--- src/rtl/flash_arbiter.sv ---
// Round-robin arbiter that lets N_REQ requesters share one flash reader.
// One read is in flight at a time: IDLE -> ISSUE -> WAIT -> DONE, with a WAIT timeout.
module flash_arbiter #(
  parameter int N_REQ   = 4,
  parameter int AW      = 21,
  parameter int DW      = 32,
  parameter int TIMEOUT = 255
) (
  input  logic               i_clk,
  input  logic               i_rst_n,
  input  logic [N_REQ-1:0]    i_req,
  input  logic [N_REQ*AW-1:0] i_addr,
  output logic [N_REQ-1:0]    o_ack,
  output logic [DW-1:0]       o_data,
  output logic                o_err,
  output logic                o_busy,
  output logic                o_fl_start,
  output logic [AW-1:0]       o_fl_addr,
  input  logic                i_fl_ack,
  input  logic [DW-1:0]       i_fl_data
);

  localparam int IW = $clog2(N_REQ);
  localparam int TW = $clog2(TIMEOUT + 1);

  typedef enum logic [1:0] {
    S_IDLE,
    S_ISSUE,
    S_WAIT,
    S_DONE
  } state_e;

  state_e          state_q,   state_d;
  logic [IW-1:0]   rr_ptr_q,  rr_ptr_d;
  logic [IW-1:0]   winner_q,  winner_d;
  logic [TW-1:0]   timer_q,   timer_d;
  logic [AW-1:0]   fl_addr_q, fl_addr_d;
  logic [DW-1:0]   data_q,    data_d;
  logic            err_q,     err_d;

  logic            grant_found;
  logic [IW-1:0]   grant_idx;
  logic [IW:0]     cand;

  // Search starts at rr_ptr and wraps; the extra bit of cand absorbs rr_ptr+i before wrap.
  always_comb begin
    // NOTE: every variable gets a default before any branch, so no latch can be inferred.
    grant_found = 1'b0;
    grant_idx   = '0;
    cand        = '0;
    for (int i = 0; i < N_REQ; i++) begin
      cand = {1'b0, rr_ptr_q} + (IW+1)'(i);
      if (cand >= (IW+1)'(N_REQ)) begin
        cand = cand - (IW+1)'(N_REQ);
      end
      if (!grant_found && i_req[cand[IW-1:0]]) begin
        grant_found = 1'b1;
        grant_idx   = cand[IW-1:0];
      end
    end
  end

  always_comb begin
    state_d   = state_q;
    rr_ptr_d  = rr_ptr_q;
    winner_d  = winner_q;
    timer_d   = timer_q;
    fl_addr_d = fl_addr_q;
    data_d    = data_q;
    err_d     = err_q;
    unique case (state_q)
      S_IDLE: begin
        if (grant_found) begin
          winner_d  = grant_idx;
          fl_addr_d = i_addr[int'(grant_idx)*AW +: AW];
          state_d   = S_ISSUE;
        end
      end
      S_ISSUE: begin
        timer_d = '0;
        state_d = S_WAIT;
      end
      S_WAIT: begin
        // An ack on the final WAIT cycle takes priority over the timeout.
        if (i_fl_ack) begin
          data_d  = i_fl_data;
          err_d   = 1'b0;
          state_d = S_DONE;
        end else begin
          timer_d = timer_q + TW'(1);
          if (timer_q == TW'(TIMEOUT - 1)) begin
            err_d   = 1'b1;
            data_d  = '0;
            state_d = S_DONE;
          end
        end
      end
      S_DONE: begin
        rr_ptr_d = (winner_q == IW'(N_REQ - 1)) ? '0 : winner_q + IW'(1);
        state_d  = S_IDLE;
      end
      default: state_d = S_IDLE;
    endcase
  end

  // NOTE: state registers use non-blocking assignments so every flop samples pre-edge values.
  always_ff @(posedge i_clk or negedge i_rst_n) begin
    if (!i_rst_n) begin
      state_q   <= S_IDLE;
      rr_ptr_q  <= '0;
      winner_q  <= '0;
      timer_q   <= '0;
      fl_addr_q <= '0;
      data_q    <= '0;
      err_q     <= 1'b0;
    end else begin
      state_q   <= state_d;
      rr_ptr_q  <= rr_ptr_d;
      winner_q  <= winner_d;
      timer_q   <= timer_d;
      fl_addr_q <= fl_addr_d;
      data_q    <= data_d;
      err_q     <= err_d;
    end
  end

  always_comb begin
    o_ack = '0;
    if (state_q == S_DONE) begin
      o_ack[winner_q] = 1'b1;
    end
  end

  assign o_busy     = (state_q != S_IDLE);
  assign o_fl_start = (state_q == S_ISSUE);
  assign o_fl_addr  = fl_addr_q;
  assign o_data     = data_q;
  assign o_err      = err_q;

endmodule

--- config.mk ---
export PLATFORM = sky130hd
export DESIGN_NAME = flash_arbiter
export DESIGN_NICKNAME = d
export VERILOG_FILES = /design/src/rtl/flash_arbiter.sv
export SDC_FILE = /design/constraint.sdc
export NUM_CORES = 1
export LEC_CHECK = 0
export BUFFER_PORTS_ARGS = -buffer_cell sky130_fd_sc_hd__buf_2
export CAP_MARGIN = 20
export CELL_PAD_IN_SITES_DETAIL_PLACEMENT = 0
export CELL_PAD_IN_SITES_GLOBAL_PLACEMENT = 2
export CORE_MARGIN = 3
export CORE_UTILIZATION = 27
export DETAILED_ROUTE_END_ITERATION = 8
export PLACE_DENSITY_LB_ADDON = 0.1
export SYNTH_ARGS = -nofsm -noshare
export SYNTH_HDL_FRONTEND = slang
export SYNTH_SLANG_ARGS = --single-unit
export TNS_END_PERCENT = 50
--- constraint.sdc ---
create_clock -name i_clk -period 2.48 [get_ports i_clk]
set_clock_uncertainty 0.1 [all_clocks]
set_input_delay 0.744 -clock i_clk [delete_from_list [all_inputs] [get_ports i_clk]]
set_output_delay 0.744 -clock i_clk [all_outputs]
set_load 0.05 [all_outputs]
==> results by group, run 1 <==
Worst setup path
  • Flop2flop setup slack: 0.49 ns
  • CP max-delay cell: dfrtp_1
  • Worst Setup Start Kind: register
  • Worst Path Max Fanout: 4
  • Req. time, crit path: 1.64 ns
  • Crit-path most repeated cell: inv_1
  • Crit-path leading delay family: buffers and inverters
  • Data arrival, critical path: 1.43 ns
  • Delay of the slowest critical-path stage: 0.37 ns
  • Critical Setup Path Class: reg2out
  • CP endpoint kind: output pin
  • CP Cell Sequence: inv_1 > ha_1 > inv_1 > buf_2
  • Crit path buf inv count: 3

Power
  • Sequential share of power: 26.1%
  • Logic pwr share: between 50 and 60%
  • Switching share of power: between 40% and 50%
  • Clk pwr share: 18.2%
  • PwrDens: 1450 nW/um^2
  • P_int: 0.00368 W
  • Switch Pwr: ~0.0035 W
  • VDD IR max: roughly 690 uV
  • Leakage power: roughly 2.6 nW

Logic synthesis
  • Post-synth top area cell: dfrtp_1
  • Synth Register Bits: 68
  • Yosys warning count: 0
  • Largest family of logic cells by synthesized area: compound AO/OA/AOI/OAI gates
  • FFs w/ async S/R, synth: 100%
  • Post-synth EDFFs: 0
  • Top post-synthesis cells by area: dfrtp_1 (48%), mux2i_1 (13%), a22o_1 (8.2%)
  • Cells after synthesis: around 290
  • Mean Syn Cell Area: ~12 um^2
  • Syn Nets: 422
  • Post-synthesis compound-gate area fraction: 20.4%
  • Post-synth top flop: dfrtp_1
  • Multiplexer share of the synthesized area: ~13%
  • Synth Cell Area: approximately 3500 um^2
  • XOR/XNOR Fraction of Synth Area: 0.249%
  • Area fraction in and, or, nand and nor cells after synthesis: roughly 8.7%
  • Adder-cell area share of the yosys netlist: 3.92%
  • Sequential fraction of the synthesis area: 48.4%
  • Post-synth top area share: 48.4%
  • Post-synthesis cell type count: 42

Route
  • Starting DRC count in detailed routing: 101
  • Drt total wl: 10200 um
  • Detailed-route DRC error count: 0
  • Post-route ant nets: 0
  • DR vias/cell: around 4.6
  • Vias: 2976
  • Routed WL per cell: 15.6 um
  • DR pass1 iterations: 4

Timing
  • Slew headroom: around two thirds
  • Fmax: between 400 and 500 MHz
  • # setup viols final: 0
  • Final hold viol count: 0
  • Slew Limit Fails: 0
  • Worst slew pin tran: 0.528 ns
  • Worst setup margin: 0.210 ns
  • RSZ-0062 raised after global routing: false
  • Final TNS setup: 0 ns
  • Min Tclk post-route: 2.27 ns
  • Final period utilization: 91.5%

GRT
  • Overflow after GRT: 0
  • GRT Total Usage: 14.5%
  • Vias in the first global route: just over 3000
  • First-pass GRT wire length: between 15000 and 20000 um
  • Antenna violations before repair: 0
  • Largest net degree at the start of global routing: 33

Cells and area
  • Final Instance Area: approximately 5000 um^2
  • Layout cells sized above 1: 49.7%
  • Area growth from synthesis to layout: 41.3%
  • Fillcell total: 1273
  • Antenna cells: 0
  • Fin util: 39.2%
  • Final #Nets: 610
  • Fin cells: 653

Place
  • DP Area: 4650 um^2
  • GP Congestion: 0.744
  • Pre-CTS WS: just over 0.1 ns
  • Placed Cells incl. Taps: 637
  • Detail Placement HPWL: 7680 um
  • # port buffers: 182

Die
  • CORE AREA: between 10000 and 15000 um^2
  • Horiz. Die Dim: around 120 um
  • DIE HEIGHT: 120 um
  • Initial core utilization: 27.7%
  • Num rows: slightly above 40
  • IO Pins: between 150 and 200
  • Total die area: 14400 um^2

Clock network
  • Setup repair bufs after CTS: 0
  • Hold Buf Count CTS: 0
  • H-tree depth: 3
  • CTS tree: built
  • CTS clk-pin slew, worst paths: around 0.06 ns
  • Post-CTS resize count: 0
  • Root Driver: clkbuf_16
  • CTS Sinks: 68
  • Clock Latency Late Sink: 0.33 ns
  • CTS buffer count: 9
  • Clock buffer depth: 2

Status
  • Status: completed

Run
  • Number of max-cap violations: 0

Worst hold path
  • Worst Hold Class: in2async
[placed cells by master (no fill, tap or decap), types with 2 or more instances in the layout]
cell       count
a21oi_1        2
o31ai_1        2
nand2_1       31
and3_1         3
a22o_1        33
o21ai_1        5
clkinv_4       3
nand3_1        4
and2_1         6
o21ai_0        2
buf_12         4
nor2_1         7
ha_1          11
o221ai_1       2
dfrtp_1       68
clkbuf_16      9
mux2_2         2
o221ai_2      19
buf_4         10
nand2b_1       4
buf_2        182
mux2i_1       44
inv_1          7
[worst reg2reg max path, cell delays in order, from the launching register on]
cell,delay [ns]
dfrtp_1,0.44
nand2b_1,0.19
a21o_1,0.19
nand2_2,0.29
buf_12,0.23
mux2i_1,0.28
o221ai_2,0.13
[sequential cells by signal (all words and copies together) (netlist names)]
signal,flops
state_q,2
o_err,1
o_data,32
o_fl_addr,21
timer_q,8
winner_q,2
rr_ptr_q,2
[metal layers]
| metal | wire [um] | track usage (%) | up-vias |
|---|---|---|---|
| met5 | 0 | 0 | - |
| met4 | 158 | 5.08 | 0 |
| met3 | 777 | 4.52 | 15 |
| met2 | 4600 | 22.0 | 117 |
| met1 | 4640 | 19.4 | 1388 |
| li1 | - | - | 1456 |
[power groups by stage]
stage	Combinational, W	Sequential (W)	Clock (W)
after CTS	0.00407	0.00189	0.00136
final	0.00400	0.00188	0.00131
after global routing	0.00430	0.00195	0.00142
after floorplan	0.00168	0.00329	0
after global placement	0.00404	0.00190	0
after detailed placement	0.00407	0.00189	0
[kinds of logic after synthesis]
| kind of cell | Yosys count |
|---|---|
| muxes | 47 |
| adders and majority gates | 11 |
| DFF | 68 |
| xor gates and xnor gates | 1 |
| AOI/OAI and AO/OA | 72 |
| buffers and inverters | 26 |
| and+or+nand+nor | 63 |
[worst paths after layout]
check / from / to / cells past startpoint
max: state_q[0] / o_busy / 4
min: i_rst_n / o_data[7] / 1
max reg2reg: rr_ptr_q[1] / o_fl_addr[6] / 6
min reg2reg: timer_q[7] / timer_q[7] / 1
max in group asynchronous: i_rst_n / o_data[19] / 2
min in group i_clk: timer_q[7] / timer_q[7] / 1
[through the flow]
step           power (W)  hold slack (ns)
2_1_floorplan    0.00497            0.337
3_3_place_gp     0.00594            0.363
3_5_place_dp     0.00596            0.365
4_1_cts          0.00732            0.293
5_1_grt          0.00767            0.316
6_report         0.00720            0.285
[Yosys cell counts, drive strengths merged (2+ instances only)]
cell type and instances:
o21ai 8, o221ai 21, mux2 3, a22o 33, and3 3, inv 7, buf 12, dfrtp 68
nand2 32, o31ai 2, mux2i 44, clkbuf 5, nand3 4, a21oi 2, ha 11, nand2b 5
nor2 7, and2 6
[area by class of cell]
| class | count | area (um^2) | share of cell area [%] |
|---|---|---|---|
| clock buffers | 10 | 239 | 4.81 |
| flip-flops and latches | 68 | 1700 | 34.3 |
| inverters | 7 | 26.3 | 0.529 |
| multi-input cells | 194 | 1640 | 33.1 |
| well taps | 172 | 215 | 4.33 |
| clock inverters | 6 | 72.6 | 1.46 |
| repair buffers | 196 | 1070 | 21.5 |
Power figures use the tool's default switching activity.
==> run 2, diff against run 1 <==
- CORE_ASPECT_RATIO: unset -> 1.2
==> results by group, run 2 (synthesis gave the netlist of run 1 again) <==
Status
  • Status: completed

Worst setup path
  • Crit path buf inv count: 1 (-2)
  • Data arrival, critical path: 1.46 ns (+0.03 ns)
  • Worst Setup Start Kind: register
  • Crit-path leading delay family: flip-flops
  • Delay of the slowest critical-path stage: 0.39 ns (+0.02 ns)
  • CP max-delay cell: dfrtp_1
  • CP Cell Sequence: ha_1 > and2_1 > buf_2
  • Critical Setup Path Class: reg2out
  • Worst Path Max Fanout: 6 (+2)
  • Req. time, crit path: 1.64 ns (about the same)
  • CP endpoint kind: output pin

Timing
  • RSZ-0062 raised after global routing: false
  • Final hold viol count: 0 (unchanged)
  • Final TNS setup: 0 ns (unchanged)
  • Min Tclk post-route: 2.30 ns (+0.0334 ns)
  • Fmax: 434 MHz (-1.5%)
  • Final period utilization: 92.9% (+1.3 points)
  • Slew Limit Fails: 0 (unchanged)
  • Worst slew pin tran: 0.408 ns (-0.120 ns)
  • Slew headroom: 72.8% (+8.0 points)
  • # setup viols final: 0 (unchanged)

Cells and area
  • Commonest non-fill, non-tap cells in the layout: buf_2 (182), dfrtp_1 (68), mux2i_1 (44)
  • Max FFs per register: 32 (unchanged)
  • Fillcell total: 1318 (+3.5%)
  • Layout cells sized above 1: 49.4% (-0.32 points)
  • Fin util: 38.9% (-0.32 points)
  • Reg area: 1700 um^2 (unchanged)
  • Area growth from synthesis to layout: 40.1%
  • Antenna cells: 0 (unchanged)
  • Most common cell after layout, fill and taps aside: buf_2
  • Final #Nets: 607 (-0.49%)
  • Multi-input logic area: 1640 um^2 (unchanged)

Die
  • IO Pins: 183 (unchanged)
  • CORE AREA: 12700 um^2 (about the same)
  • Horiz. Die Dim: 110 um (-8.3%)
  • Initial core utilization: 27.7% (about the same)
  • DIE HEIGHT: 131 um (+9.1%)
  • Num rows: 45 (+9.8%)
  • Total die area: 14400 um^2 (about the same)

Route
  • DR pass1 iterations: 4 (unchanged)
  • Post-route ant nets: 0 (unchanged)
  • Detailed-route DRC error count: 0 (unchanged)
  • DR vias/cell: 4.60 (+0.93%)
  • Vias: 2953 (-0.77%)
  • Starting DRC count in detailed routing: 87 (-14%)
  • Drt total wl: 10100 um (-1.1%)
  • Routed WL per cell: 15.7 um (+0.63%)

Clock network
  • H-tree depth: 3 (unchanged)
  • CTS tree: built
  • CTS clk-pin slew, worst paths: 0.06 ns (about the same)
  • Post-CTS resize count: 0 (unchanged)
  • Clock buffer depth: 2 (unchanged)
  • CTS Sinks: 68 (unchanged)
  • CTS buffer count: 9 (unchanged)
  • Setup repair bufs after CTS: 0 (unchanged)
  • Root Driver: clkbuf_16
  • Clock Latency Late Sink: 0.33 ns (about the same)
  • Hold Buf Count CTS: 0 (unchanged)

Power
  • VDD IR max: 744 uV (+8.5%)
  • Total Power: 0.00713 W (-0.96%)
  • PwrDens: 1450 nW/um^2 (-0.13%)
  • Leakage power: 2.60 nW (-0.75%)

GRT
  • Antenna violations before repair: 0 (unchanged)
  • Vias in the first global route: 2857 (-6.5%)
  • Overflow after GRT: 0 (unchanged)
  • First-pass GRT wire length: 14700 um (-10%)
  • Largest net degree at the start of global routing: 34 (+3.0%)
  • GRT Total Usage: 13.4% (-1.1 points)

Run
  • Number of max-cap violations: 0 (unchanged)

Place
  • Detail Placement HPWL: 7470 um (-2.7%)
  • # port buffers: 182 (unchanged)
  • GP Congestion: 0.734 (-1.3%)

Worst hold path
  • Worst Hold Class: in2async
==> run 2: cell count changes in the layout (fill, tap and decap cells not counted) <==
cell	previous run	this run
clkinv_4	3	1
inv_6	1	0
clkinvlp_4	1	2
buf_4	10	7
clkinv_2	0	2
==> run 2: worst register-to-register path, cell delays in order, from the launching register on <==
cell and delay [ns]:
dfrtp_1 0.44, nand2b_1 0.19, a21o_1 0.19, nand2_2 0.23, buf_12 0.24, mux2i_1 0.29
o221ai_2 0.11
==> run 2: where the power goes <==
part	total [W]	switching, W	internal (W)
Sequential	0.00188	0.000286	0.00160
Clock	0.00129	0.000487	0.000803
Combinational	0.00396	0.00271	0.00125
Total	0.00713	0.00348	0.00364
==> run 2: cell type report <==
cell class | count | share of cell area [%]
multi-input combinational | 194 | 33.4
timing repair buffer | 193 | 21.2
clock inverter | 6 | 1.30
sequential | 68 | 34.6
inverter | 7 | 0.534
clock buffer | 10 | 4.85
tap | 164 | 4.17
==> run 2: path summary, 6_finish.rpt <==
kind	start	to	slack [ns]	cells past startpoint
max in group asynchronous	i_rst_n	o_data[24]	1.54	2
min in group i_clk	timer_q[7]	timer_q[7]	0.37	1
max reg2reg	rr_ptr_q[1]	o_fl_addr[20]	0.57	6
min reg2reg	timer_q[7]	timer_q[7]	0.37	1
min	i_rst_n	o_fl_addr[9]	0.21	1
max	state_q[1]	o_ack[1]	0.18	3
==> run 2: layer usage <==
metal / GRT usage (%) / wire [um] / vias up
met3: 3.44 / 866 / 13
li1: - / - / 1438
met4: 4.78 / 154 / 0
met1: 16.6 / 4150 / 1381
met5: 0 / 0 / -
met2: 22.5 / 4900 / 121
==> run 2: per-stage QoR <==
step	area [um^2]	setup slack, ns	hold WS [ns]	cells
floorplan	3510	0.442	0.337	288
global placement	4620	0.195	0.356	626
detailed placement	4620	0.121	0.365	626
CTS	4920	0.146	0.210	642
global route	4920	0.0767	0.218	642
finish	4920	0.177	0.208	642
==> run 3, diff against run 2 <==
- CORE_ASPECT_RATIO: 1.2 -> 1.75
- CORE_UTILIZATION: 27 -> 29
- CTS_CLUSTER_SIZE: unset -> 8
- clock period: 2.48 -> 2.7 ns (I/O delays scaled with it)
==> results by group, run 3 (synthesis gave the netlist of run 1 again) <==
Worst setup path
  • Req. time, crit path: 1.79 ns (+0.15 ns)
  • CP endpoint kind: output pin
  • Worst Setup Start Kind: register
  • Data arrival, critical path: 1.45 ns (about the same)
  • Flop2flop setup slack: 0.79 ns (+0.22 ns)
  • Critical Setup Path Class: reg2out
  • Worst Path Max Fanout: 6 (unchanged)

Place
  • Placed Cells incl. Taps: 592 (-5.4%)
  • Pre-CTS WS: 0.303 ns (+0.182 ns)
  • GP Congestion: 0.734 (about the same)
  • Detail Placement HPWL: 7610 um (+1.9%)
  • DP Area: 4530 um^2 (-1.9%)
  • # port buffers: 182 (unchanged)

Route
  • Detailed-route DRC error count: 0 (unchanged)
  • Post-route ant nets: 0 (unchanged)
  • Starting DRC count in detailed routing: 75 (-14%)
  • Drt total wl: 10200 um (+1.1%)
  • DR vias/cell: 4.86 (+5.6%)
  • DR pass1 iterations: 4 (unchanged)
  • Vias: 2952 (-0.034%)
  • Routed WL per cell: 16.7 um (+6.7%)

Die
  • Horiz. Die Dim: 89.2 um (-19%)
  • Total die area: 13500 um^2 (-6.2%)
  • DIE HEIGHT: 152 um (+16%)
  • CORE AREA: 11700 um^2 (-7.6%)
  • Num rows: 52 (+16%)
  • Initial core utilization: 30.0% (+2.3 points)
  • IO Pins: 183 (unchanged)

Timing
  • Slew Limit Fails: 0 (unchanged)
  • Worst setup margin: 0.339 ns (+0.162 ns)
  • RSZ-0062 raised after global routing: false
  • Final hold viol count: 0 (unchanged)
  • Final period utilization: 87.5%
  • Slew headroom: 72.2% (-0.60 points)
  • Final TNS setup: 0 ns (unchanged)
  • Min Tclk post-route: about 2.4 ns
  • Worst slew pin tran: 0.417 ns (+0.00907 ns)
  • Fmax: 423 MHz
  • # setup viols final: 0 (unchanged)

Clock network
  • CTS tree: built
  • Post-CTS resize count: 0 (unchanged)
  • CTS clk-pin slew, worst paths: 0.06 ns (about the same)
  • Clock Latency Late Sink: 0.33 ns (about the same)
  • Clock buffer depth: 2 (unchanged)
  • CTS buffer count: 9 (unchanged)
  • CTS Sinks: 68 (unchanged)
  • Root Driver: clkbuf_16
  • Setup repair bufs after CTS: 0 (unchanged)
  • Hold Buf Count CTS: 0 (unchanged)
  • H-tree depth: 3 (unchanged)

Power
  • PwrDens: 1370 nW/um^2 (-5.6%)
  • VDD IR max: 618 uV (-17%)
  • Sequential share of power: 26.1% (-0.3 points)
  • Leakage power: 2.59 nW (-0.40%)
  • Switching share of power: 48.7% (-0.19 points)
  • Logic pwr share: 54.3% (-1.2 points)
  • Switch Pwr: 0.00324 W (-7.1%)
  • P_int: 0.00341 W (-6.4%)
  • Clk pwr share: 19.5% (+1.4 points)

GRT
  • First-pass GRT wire length: 15300 um (+4.1%)
  • GRT Total Usage: 14.9% (+1.5 points)
  • Antenna violations before repair: 0 (unchanged)
  • Vias in the first global route: 3075 (+7.6%)
  • Overflow after GRT: 0 (unchanged)
  • Largest net degree at the start of global routing: 69 (+100%)

Cells and area
  • Antenna cells: 0 (unchanged)
  • Final Instance Area: 4870 um^2 (-1.2%)
  • Layout cells sized above 1: 48.8% (-0.54 points)
  • Fillcell total: 1153 (-13%)
  • Area growth from synthesis to layout: 38.4%
  • Commonest non-fill, non-tap cells in the layout: buf_2 (182), dfrtp_1 (68), mux2i_1 (44)
  • Final #Nets: 602 (-0.82%)
  • Most common cell after layout, fill and taps aside: buf_2
  • Fin cells: 608 (-5.3%)
  • Max FFs per register: 32 (unchanged)
  • Fin util: 41.5% (+2.7 points)

Worst hold path
  • Worst Hold Class: reg2reg

Run
  • Number of max-cap violations: 0 (unchanged)

Status
  • Status: completed
[run 3: area by class of cell]
type	count	area, um^2	share of cell area, %
Sequential cell	68	1700	35.0
Timing Repair Buffer	188	993	20.4
Inverter	7	26.3	0.540
Tap cell	135	169	3.47
Clock buffer	9	225	4.63
Clock inverter	7	106	2.19
Multi-Input combinational cell	194	1640	33.8
[run 3: worst max-delay path: stages (launching register included)]
cell and delay [ns]:
dfrtp_1 0.40, ha_1 0.28, and2_1 0.18, buf_2 0.26
[run 3: path summary, 6_finish.rpt]
kind,startpoint,to,cells past startpoint
worst max-delay path,state_q[1],o_ack[2],3
worst min-delay path,timer_q[7],timer_q[7],1
worst max register to register,state_q[0],timer_q[7],7
worst min register to register,timer_q[7],timer_q[7],1
max in group asynchronous,i_rst_n,o_fl_addr[5],2
min in group asynchronous,i_rst_n,o_fl_addr[12],2
[run 3: stage by stage]
step / hold slack, ns / total power, W
after detailed placement: 0.365 / 0.00542
after global placement: 0.358 / 0.00538
final: 0.380 / 0.00665
after floorplan: 0.337 / 0.00457
after global routing: 0.401 / 0.00704
after CTS: 0.380 / 0.00675
[run 3: power groups by stage]
stage	Clock (W)	Sequential (W)	Combinational (W)
final	0.00130	0.00174	0.00361
after global routing	0.00139	0.00180	0.00386
after CTS	0.00134	0.00174	0.00368
after detailed placement	0	0.00174	0.00368
after global placement	0	0.00174	0.00364
after floorplan	0	0.00302	0.00154
[run 3: layer usage]
metal | global-route usage [%] | up-vias | part of all wire, %
met2 | 27.2 | 118 | 55
met1 | 17.0 | 1396 | 38
met3 | 2.81 | 10 | 6.2
met4 | 5.07 | 0 | 1.5
li1 | - | 1428 | -
met5 | 0 | - | 0
